[src/rtl/deblock_frame_ctrl.sv]
// Frame sequencer for the 8-lane RS-decode -> MAC deblock path: per-lane completion/hold, timeout, read-out launch.
// Optional feature: define DEBLOCK_ERR_DROP_EN to drop complete frames whose error map is nonzero instead of forwarding them.
module deblock_frame_ctrl #(
  parameter int unsigned LANES   = 8,
`ifdef self_rs
  parameter int unsigned RS_CNT  = 232,
`else
  parameter int unsigned RS_CNT  = 236,
`endif
  parameter int unsigned TIMEOUT = 4096,
  parameter int unsigned CNT_W   = 16
) (
  input  logic             clk,
  input  logic             reset,
  input  logic [LANES-1:0] lane_tvalid,
  input  logic [LANES-1:0] lane_tlast,
  input  logic [LANES-1:0] lane_err,
  input  logic [LANES-1:0] lane_ok,
  output logic [LANES-1:0] lane_hold,
  output logic             out_req,
  input  logic             out_ready,
  input  logic             out_last,
  output logic             frame_done,
  output logic             frame_drop,
  output logic [LANES-1:0] frame_err_map,
  output logic [CNT_W-1:0] frame_ok_cnt,
  output logic [CNT_W-1:0] frame_bad_cnt
);

  localparam int unsigned TW = (TIMEOUT > 2) ? $clog2(TIMEOUT) : 1;
  localparam logic [TW-1:0]    TLIM  = TW'(TIMEOUT - 1);
  localparam logic [TW-1:0]    TONE  = TW'(1);
  localparam logic [CNT_W-1:0] ONE   = CNT_W'(1);
  localparam logic [CNT_W:0]   RS_W  = (CNT_W+1)'(RS_CNT);
  localparam logic [CNT_W:0]   ONE_W = (CNT_W+1)'(1);

  typedef enum logic [2:0] {
    S_IDLE, S_COLLECT, S_ARM, S_DRAIN, S_RELEASE, S_DROP
  } state_t;

  state_t           r_state;
  logic [LANES-1:0] r_done;
  logic [LANES-1:0] r_err_map;
  logic [TW-1:0]    r_timer;
  logic [CNT_W-1:0] r_byte_cnt [LANES];

  logic [LANES-1:0] w_beat;
  logic [LANES-1:0] w_last;
  logic [LANES-1:0] w_len_bad;
  logic [LANES-1:0] w_new_err;
  logic [LANES-1:0] w_map;
  logic             w_unused_ok;

  // Decoder success pulses are informational; no state depends on them.
  assign w_unused_ok = ^lane_ok;

  assign w_beat    = lane_tvalid & ~lane_hold;
  assign w_last    = w_beat & lane_tlast;
  assign w_new_err = lane_err | w_len_bad;
  assign w_map     = r_err_map | w_new_err;

  always_comb begin
    w_len_bad = '0;
    for (int unsigned j = 0; j < LANES; j++)
      w_len_bad[j] = w_last[j] && (({1'b0, r_byte_cnt[j]} + ONE_W) != RS_W);
  end

  function automatic logic [CNT_W-1:0] sat_inc(input logic [CNT_W-1:0] v);
    return (v == '1) ? v : v + ONE;
  endfunction

  always_ff @(posedge clk) begin
    if (reset) begin
      r_state       <= S_IDLE;
      r_done        <= '0;
      r_err_map     <= '0;
      r_timer       <= '0;
      lane_hold     <= '0;
      out_req       <= 1'b0;
      frame_done    <= 1'b0;
      frame_drop    <= 1'b0;
      frame_err_map <= '0;
      frame_ok_cnt  <= '0;
      frame_bad_cnt <= '0;
      for (int unsigned j = 0; j < LANES; j++)
        r_byte_cnt[j] <= '0;
    end else begin
      frame_done <= 1'b0;
      for (int unsigned j = 0; j < LANES; j++) begin
        if (w_beat[j]) begin
          if (lane_tlast[j])
            r_byte_cnt[j] <= '0;
          else if (r_byte_cnt[j] != '1)
            r_byte_cnt[j] <= r_byte_cnt[j] + ONE;
        end
      end
      r_done    <= r_done | w_last;
      r_err_map <= w_map;
      lane_hold <= lane_hold | w_last;

      case (r_state)
        S_IDLE: begin
          if (r_done != '0) begin
            r_state <= S_COLLECT;
            r_timer <= '0;
          end
        end
        S_COLLECT: begin
          r_timer <= r_timer + TONE;
          if (&r_done) begin
`ifdef DEBLOCK_ERR_DROP_EN
            if (w_map != '0) begin
              r_state       <= S_DROP;
              frame_done    <= 1'b1;
              frame_drop    <= 1'b1;
              frame_err_map <= w_map;
              frame_bad_cnt <= sat_inc(frame_bad_cnt);
            end else begin
              r_state <= S_ARM;
              out_req <= 1'b1;
            end
`else
            r_state <= S_ARM;
            out_req <= 1'b1;
`endif
          end else if (r_timer == TLIM) begin
            // Lanes that never delivered tlast are reported as errors.
            r_state       <= S_DROP;
            frame_done    <= 1'b1;
            frame_drop    <= 1'b1;
            frame_err_map <= w_map | ~r_done;
            frame_bad_cnt <= sat_inc(frame_bad_cnt);
          end
        end
        S_ARM: begin
          if (out_ready) begin
            out_req <= 1'b0;
            r_state <= S_DRAIN;
          end
        end
        S_DRAIN: begin
          if (out_last) begin
            r_state       <= S_RELEASE;
            frame_done    <= 1'b1;
            frame_drop    <= 1'b0;
            frame_err_map <= w_map;
            frame_ok_cnt  <= sat_inc(frame_ok_cnt);
            if (w_map != '0)
              frame_bad_cnt <= sat_inc(frame_bad_cnt);
          end
        end
        S_RELEASE, S_DROP: begin
          // Only activity from this very cycle carries into the next frame.
          r_state   <= S_IDLE;
          r_done    <= w_last;
          r_err_map <= w_new_err;
          lane_hold <= w_last;
          r_timer   <= '0;
        end
        default: r_state <= S_IDLE;
      endcase
    end
  end

endmodule

[config.mk]
export PLATFORM = sky130hd
export DESIGN_NAME = deblock_frame_ctrl
export DESIGN_NICKNAME = d
export VERILOG_FILES = /design/src/rtl/deblock_frame_ctrl.sv
export SDC_FILE = /design/constraint.sdc
export NUM_CORES = 1
export LEC_CHECK = 0
export ABC_AREA = 1
export CAP_MARGIN = 20
export CORE_ASPECT_RATIO = 1.4
export CORE_UTILIZATION = 60
export DETAILED_ROUTE_END_ITERATION = 8
export PLACE_DENSITY_LB_ADDON = 0.3
export SLEW_MARGIN = 10
export SYNTH_ARGS = -nofsm -noshare
export SYNTH_HDL_FRONTEND = slang
export SYNTH_SLANG_ARGS = --single-unit
export TNS_END_PERCENT = 100
[constraint.sdc]
create_clock -name clk -period 3.65 [get_ports clk]
set_input_delay 0.365 -clock clk [delete_from_list [all_inputs] [get_ports clk]]
set_output_delay 0.365 -clock clk [all_outputs]
set_load 0.02 [all_outputs]
==> impl_metrics.env <==
export IMPL_outcome="finished, final reports clean"
export IMPL_pin_count=87
export IMPL_cap_violations=0
export IMPL_post_place_ws_ns=0.821
export IMPL_gp_congestion=0.896
export IMPL_criticalPathCategory="flip-flop to flip-flop"
export IMPL_grt_usage_pct=26.6
export IMPL_cts_setup_buffers=0
export IMPL_hpwlAfterDp_mm=19.8
export IMPL_fin_cells=2033
export IMPL_grt_pass1_vias=10400
export IMPL_start_util_pct=61.4
export IMPL_wl_mm=27.5
export IMPL_root_buffer="clkbuf_16"
export IMPL_setup_tns_final_ns=0
export IMPL_drc=0
export IMPL_slew_headroom_pct=43.6
export IMPL_layout_min_cycle_time_ns=2.86
export IMPL_rsz0062_at_grt="no"
export IMPL_crit_family="simple AND/OR/NAND/NOR gates"
export IMPL_grt_pass1_wl_mm=45.4
export IMPL_synth_seq_cells=210
export IMPL_via_per_inst=5.40
export IMPL_synth_area_um2=12300
export IMPL_clk_latency_ns=0.51
export IMPL_skew_ns=0.0144
export IMPL_dp_cells=1995
export IMPL_gr_total_overflow=0
export IMPL_drive_gt1_share_pct=6.12
export IMPL_worstPathRequired_ns=4.07
export IMPL_dr_pass1_iters=5
export IMPL_critPathSlowestCell="edfxtp_1"
export IMPL_cts_resized=0
export IMPL_synth_ff_type="edfxtp_1"
export IMPL_clockBufferDepth=3
export IMPL_synthCells=1672
export IMPL_rr_endpoint="frame_bad_cnt[10]$_SDFFE_PP0P_"
export IMPL_synth_top_area_share_pct=31.3
export IMPL_min_path_type="input pin to flip-flop"
export IMPL_finalMaxSlewViolations=0
export IMPL_fmax_ghz=0.350
export IMPL_yosysUniqueCellTypes=46
export IMPL_drt_iter0_drc=704
export IMPL_power_density_nw_per_um2=395
export IMPL_clkTransAtPathRegs_ns=0.07
export IMPL_yosys_top_cells_area="edfxtp_1 (31%), dfxtp_1 (13%), nand2_1 (12%)"
export IMPL_yosys_warnings=0
export IMPL_worstSetupStartpoint="r_byte_cnt[0][48]$_SDFFCE_PN0P_"
export IMPL_avgSynthCellArea_um2=7.34
export IMPL_grt_max_degree=41
export IMPL_hold_slack_ns=0.369
export IMPL_die_area_um2=21000
export IMPL_setup_violations=0
export IMPL_synth_largest_area_cell="edfxtp_1"
export IMPL_num_vias=11000
export IMPL_critPathArrivalTime_ns=3.28
export IMPL_ys_seq_area_share_pct=44.7
export IMPL_rows=61
export IMPL_critPathLaunchType="flip-flop"
export IMPL_clock_sinks=210
export IMPL_fin_nets=1819
export IMPL_cts_inserted_buffers=21
export IMPL_ant_nets=0
export IMPL_hold_violations=0
export IMPL_crit_path_frequent_cell="nand3_1"
export IMPL_areaGrowthSynthToFinish_pct=14.9
export IMPL_cp_num_buf_inv=0
export IMPL_r2r_slack_ns=0.79
export IMPL_io_buffers=78
export IMPL_worst_path_stages=15
export IMPL_fin_crit_sh_pct=78.4
export IMPL_grt_antenna_before_repair=0
export IMPL_rr_worst_depth=15
export IMPL_crit_path_end_kind="flip-flop"
export IMPL_cts_hold_buf=0
export IMPL_cts_tree="done"
export IMPL_crit_end="frame_bad_cnt[10]$_SDFFE_PP0P_"
export IMPL_power_total_mw=5.57
export IMPL_synth_edf_count=128
export IMPL_core_area_um2=20000
export IMPL_tightest_slew_ns=0.843
export IMPL_fp_dieH_um=171
export IMPL_crit_chain="ha_1, nand3_1, nor2_1, nand4_1, nand2_1, nand3_1, nor2_1, nand3_1, nand2_1, nand3_1, nor2_2, nand3_2, o21ai_4, nand2_1, a21oi_1"
export IMPL_cpPeakStageDelay_ns=0.48
export IMPL_die_w_um=123
export IMPL_layout_setup_ws_ns=0.790
export IMPL_wl_per_cell_um=13.5
export IMPL_min_from="reset"
export IMPL_leakagePower_nw=5.64
export IMPL_htree_num_levels=1
export IMPL_ir_drop_uv=381
export IMPL_async_reset_ff_share_pct=0
export IMPL_synth_nets=1725
export IMPL_critPathMaxFanout=16
export IMPL_r2r_start="r_byte_cnt[0][48]$_SDFFCE_PN0P_"
==> final cells by class <==
| cell class | count | area (um^2) |
|---|---|---|
| diodes | 1 | 2.50 |
| clock inverters | 12 | 169 |
| inverters | 257 | 965 |
| flip-flops and latches | 210 | 5490 |
| clock buffers | 25 | 541 |
| fillers | 1620 | 5890 |
| repair buffers | 93 | 888 |
| multi-input cells | 1183 | 5740 |
| well taps | 252 | 315 |
==> worst reg2reg max path, stage by stage, from the launching register on <==
cell,delay [ns]
edfxtp_1,0.48
ha_1,0.26
nand3_1,0.15
nor2_1,0.23
nand4_1,0.11
nand2_1,0.11
nand3_1,0.07
nor2_1,0.10
nand3_1,0.08
nand2_1,0.08
nand3_1,0.16
nor2_2,0.21
nand3_2,0.11
o21ai_4,0.38
nand2_1,0.10
a21oi_1,0.16
==> registers in the layout, indices dropped and copies added, names as in the netlist <==
signal,flops
r_byte_cnt,128
frame_err_map,8
r_err_map,8
r_state,3
frame_done,1
out_req,1
frame_ok_cnt,16
frame_bad_cnt,16
frame_drop,1
lane_hold,8
r_done,8
r_timer,12
==> how the worst min path moves through the flow <==
stage	end	slack, ns	cells past startpoint
after global placement	r_timer[3]$_SDFFE_PP0P_	0.45	1
final	frame_err_map[0]$_SDFFE_PP0P_	0.37	3
after global routing	frame_err_map[0]$_SDFFE_PP0P_	0.39	3
after detailed placement	frame_drop$_SDFFE_PP0P_	0.46	2
after floorplan	r_timer[11]$_SDFFE_PP0P_	0.44	2
after CTS	frame_err_map[0]$_SDFFE_PP0P_	0.37	3
==> layer usage <==
layer  routed length [um]  global-route usage (%)  up-vias  part of all wire (%)
li1                     -                       -     5588                     -
met1                11000                    30.8     5040                    40
met2                14200                    49.1      288                    52
met3                 1680                    3.71       56                   6.1
met4                  660                    9.33        0                   2.4
met5                    0                       0        -                     0
==> metrics by stage <==
stage | utilization (%) | cell area [um^2]
after floorplan | - | 12300
after global placement | 67.0 | 13400
after detailed placement | 67.0 | 13400
after CTS | 70.5 | 14100
after global routing | 70.5 | 14100
final | 70.5 | 14100
==> synthesized netlist by cell type (all sizes together), types with 8 or more instances <==
master,instances
nor3,33
a21oi,76
nand3,138
xnor2,20
nor4,11
nand2,408
ha,17
nand4,39
nor2,322
clkbuf,18
o21bai,8
edfxtp,128
inv,253
o21ai,48
xor2,33
nand3b,9
dfxtp,82
==> cell usage in the layout (no fill, tap or decap), types with 5 or more instances in the layout <==
| cell type | n |
|---|---|
| nand4_1 | 39 |
| nor2_4 | 7 |
| edfxtp_1 | 128 |
| nand3_2 | 7 |
| nor3_1 | 30 |
| ha_1 | 17 |
| nand2_2 | 11 |
| a21oi_1 | 75 |
| xor2_1 | 33 |
| nor4_1 | 11 |
| buf_4 | 15 |
| nand2_1 | 397 |
| nor2_2 | 22 |
| dfxtp_1 | 82 |
| inv_2 | 5 |
| clkdlybuf4s50_1 | 77 |
| nor2_1 | 293 |
| nand3b_1 | 9 |
| inv_1 | 248 |
| xnor2_1 | 19 |
| o21ai_0 | 42 |
| clkbuf_16 | 21 |
| o21bai_1 | 8 |
| nand3_1 | 130 |
| clkinv_1 | 7 |
==> where the power goes <==
group / switching, mW / internal (mW)
Sequential: 0.125 / 2.66
Combinational: 0.329 / 0.183
Clock: 0.924 / 1.35
Total: 1.38 / 4.19
==> logic make-up (layout without fill, tap and decap cells) <==
kind of cell | Yosys count | in the layout | synth area share (%)
simple gates | 965 | 965 | 34.3
xor+xnor | 53 | 53 | 3.84
fa+ha+maj | 17 | 17 | 1.73
other cells | 0 | 1 | 0
buf+inv | 279 | 387 | 8.64
flops | 210 | 210 | 44.7
compound gates | 148 | 148 | 6.83
Note: power is estimated with default switching activity, not from simulation.
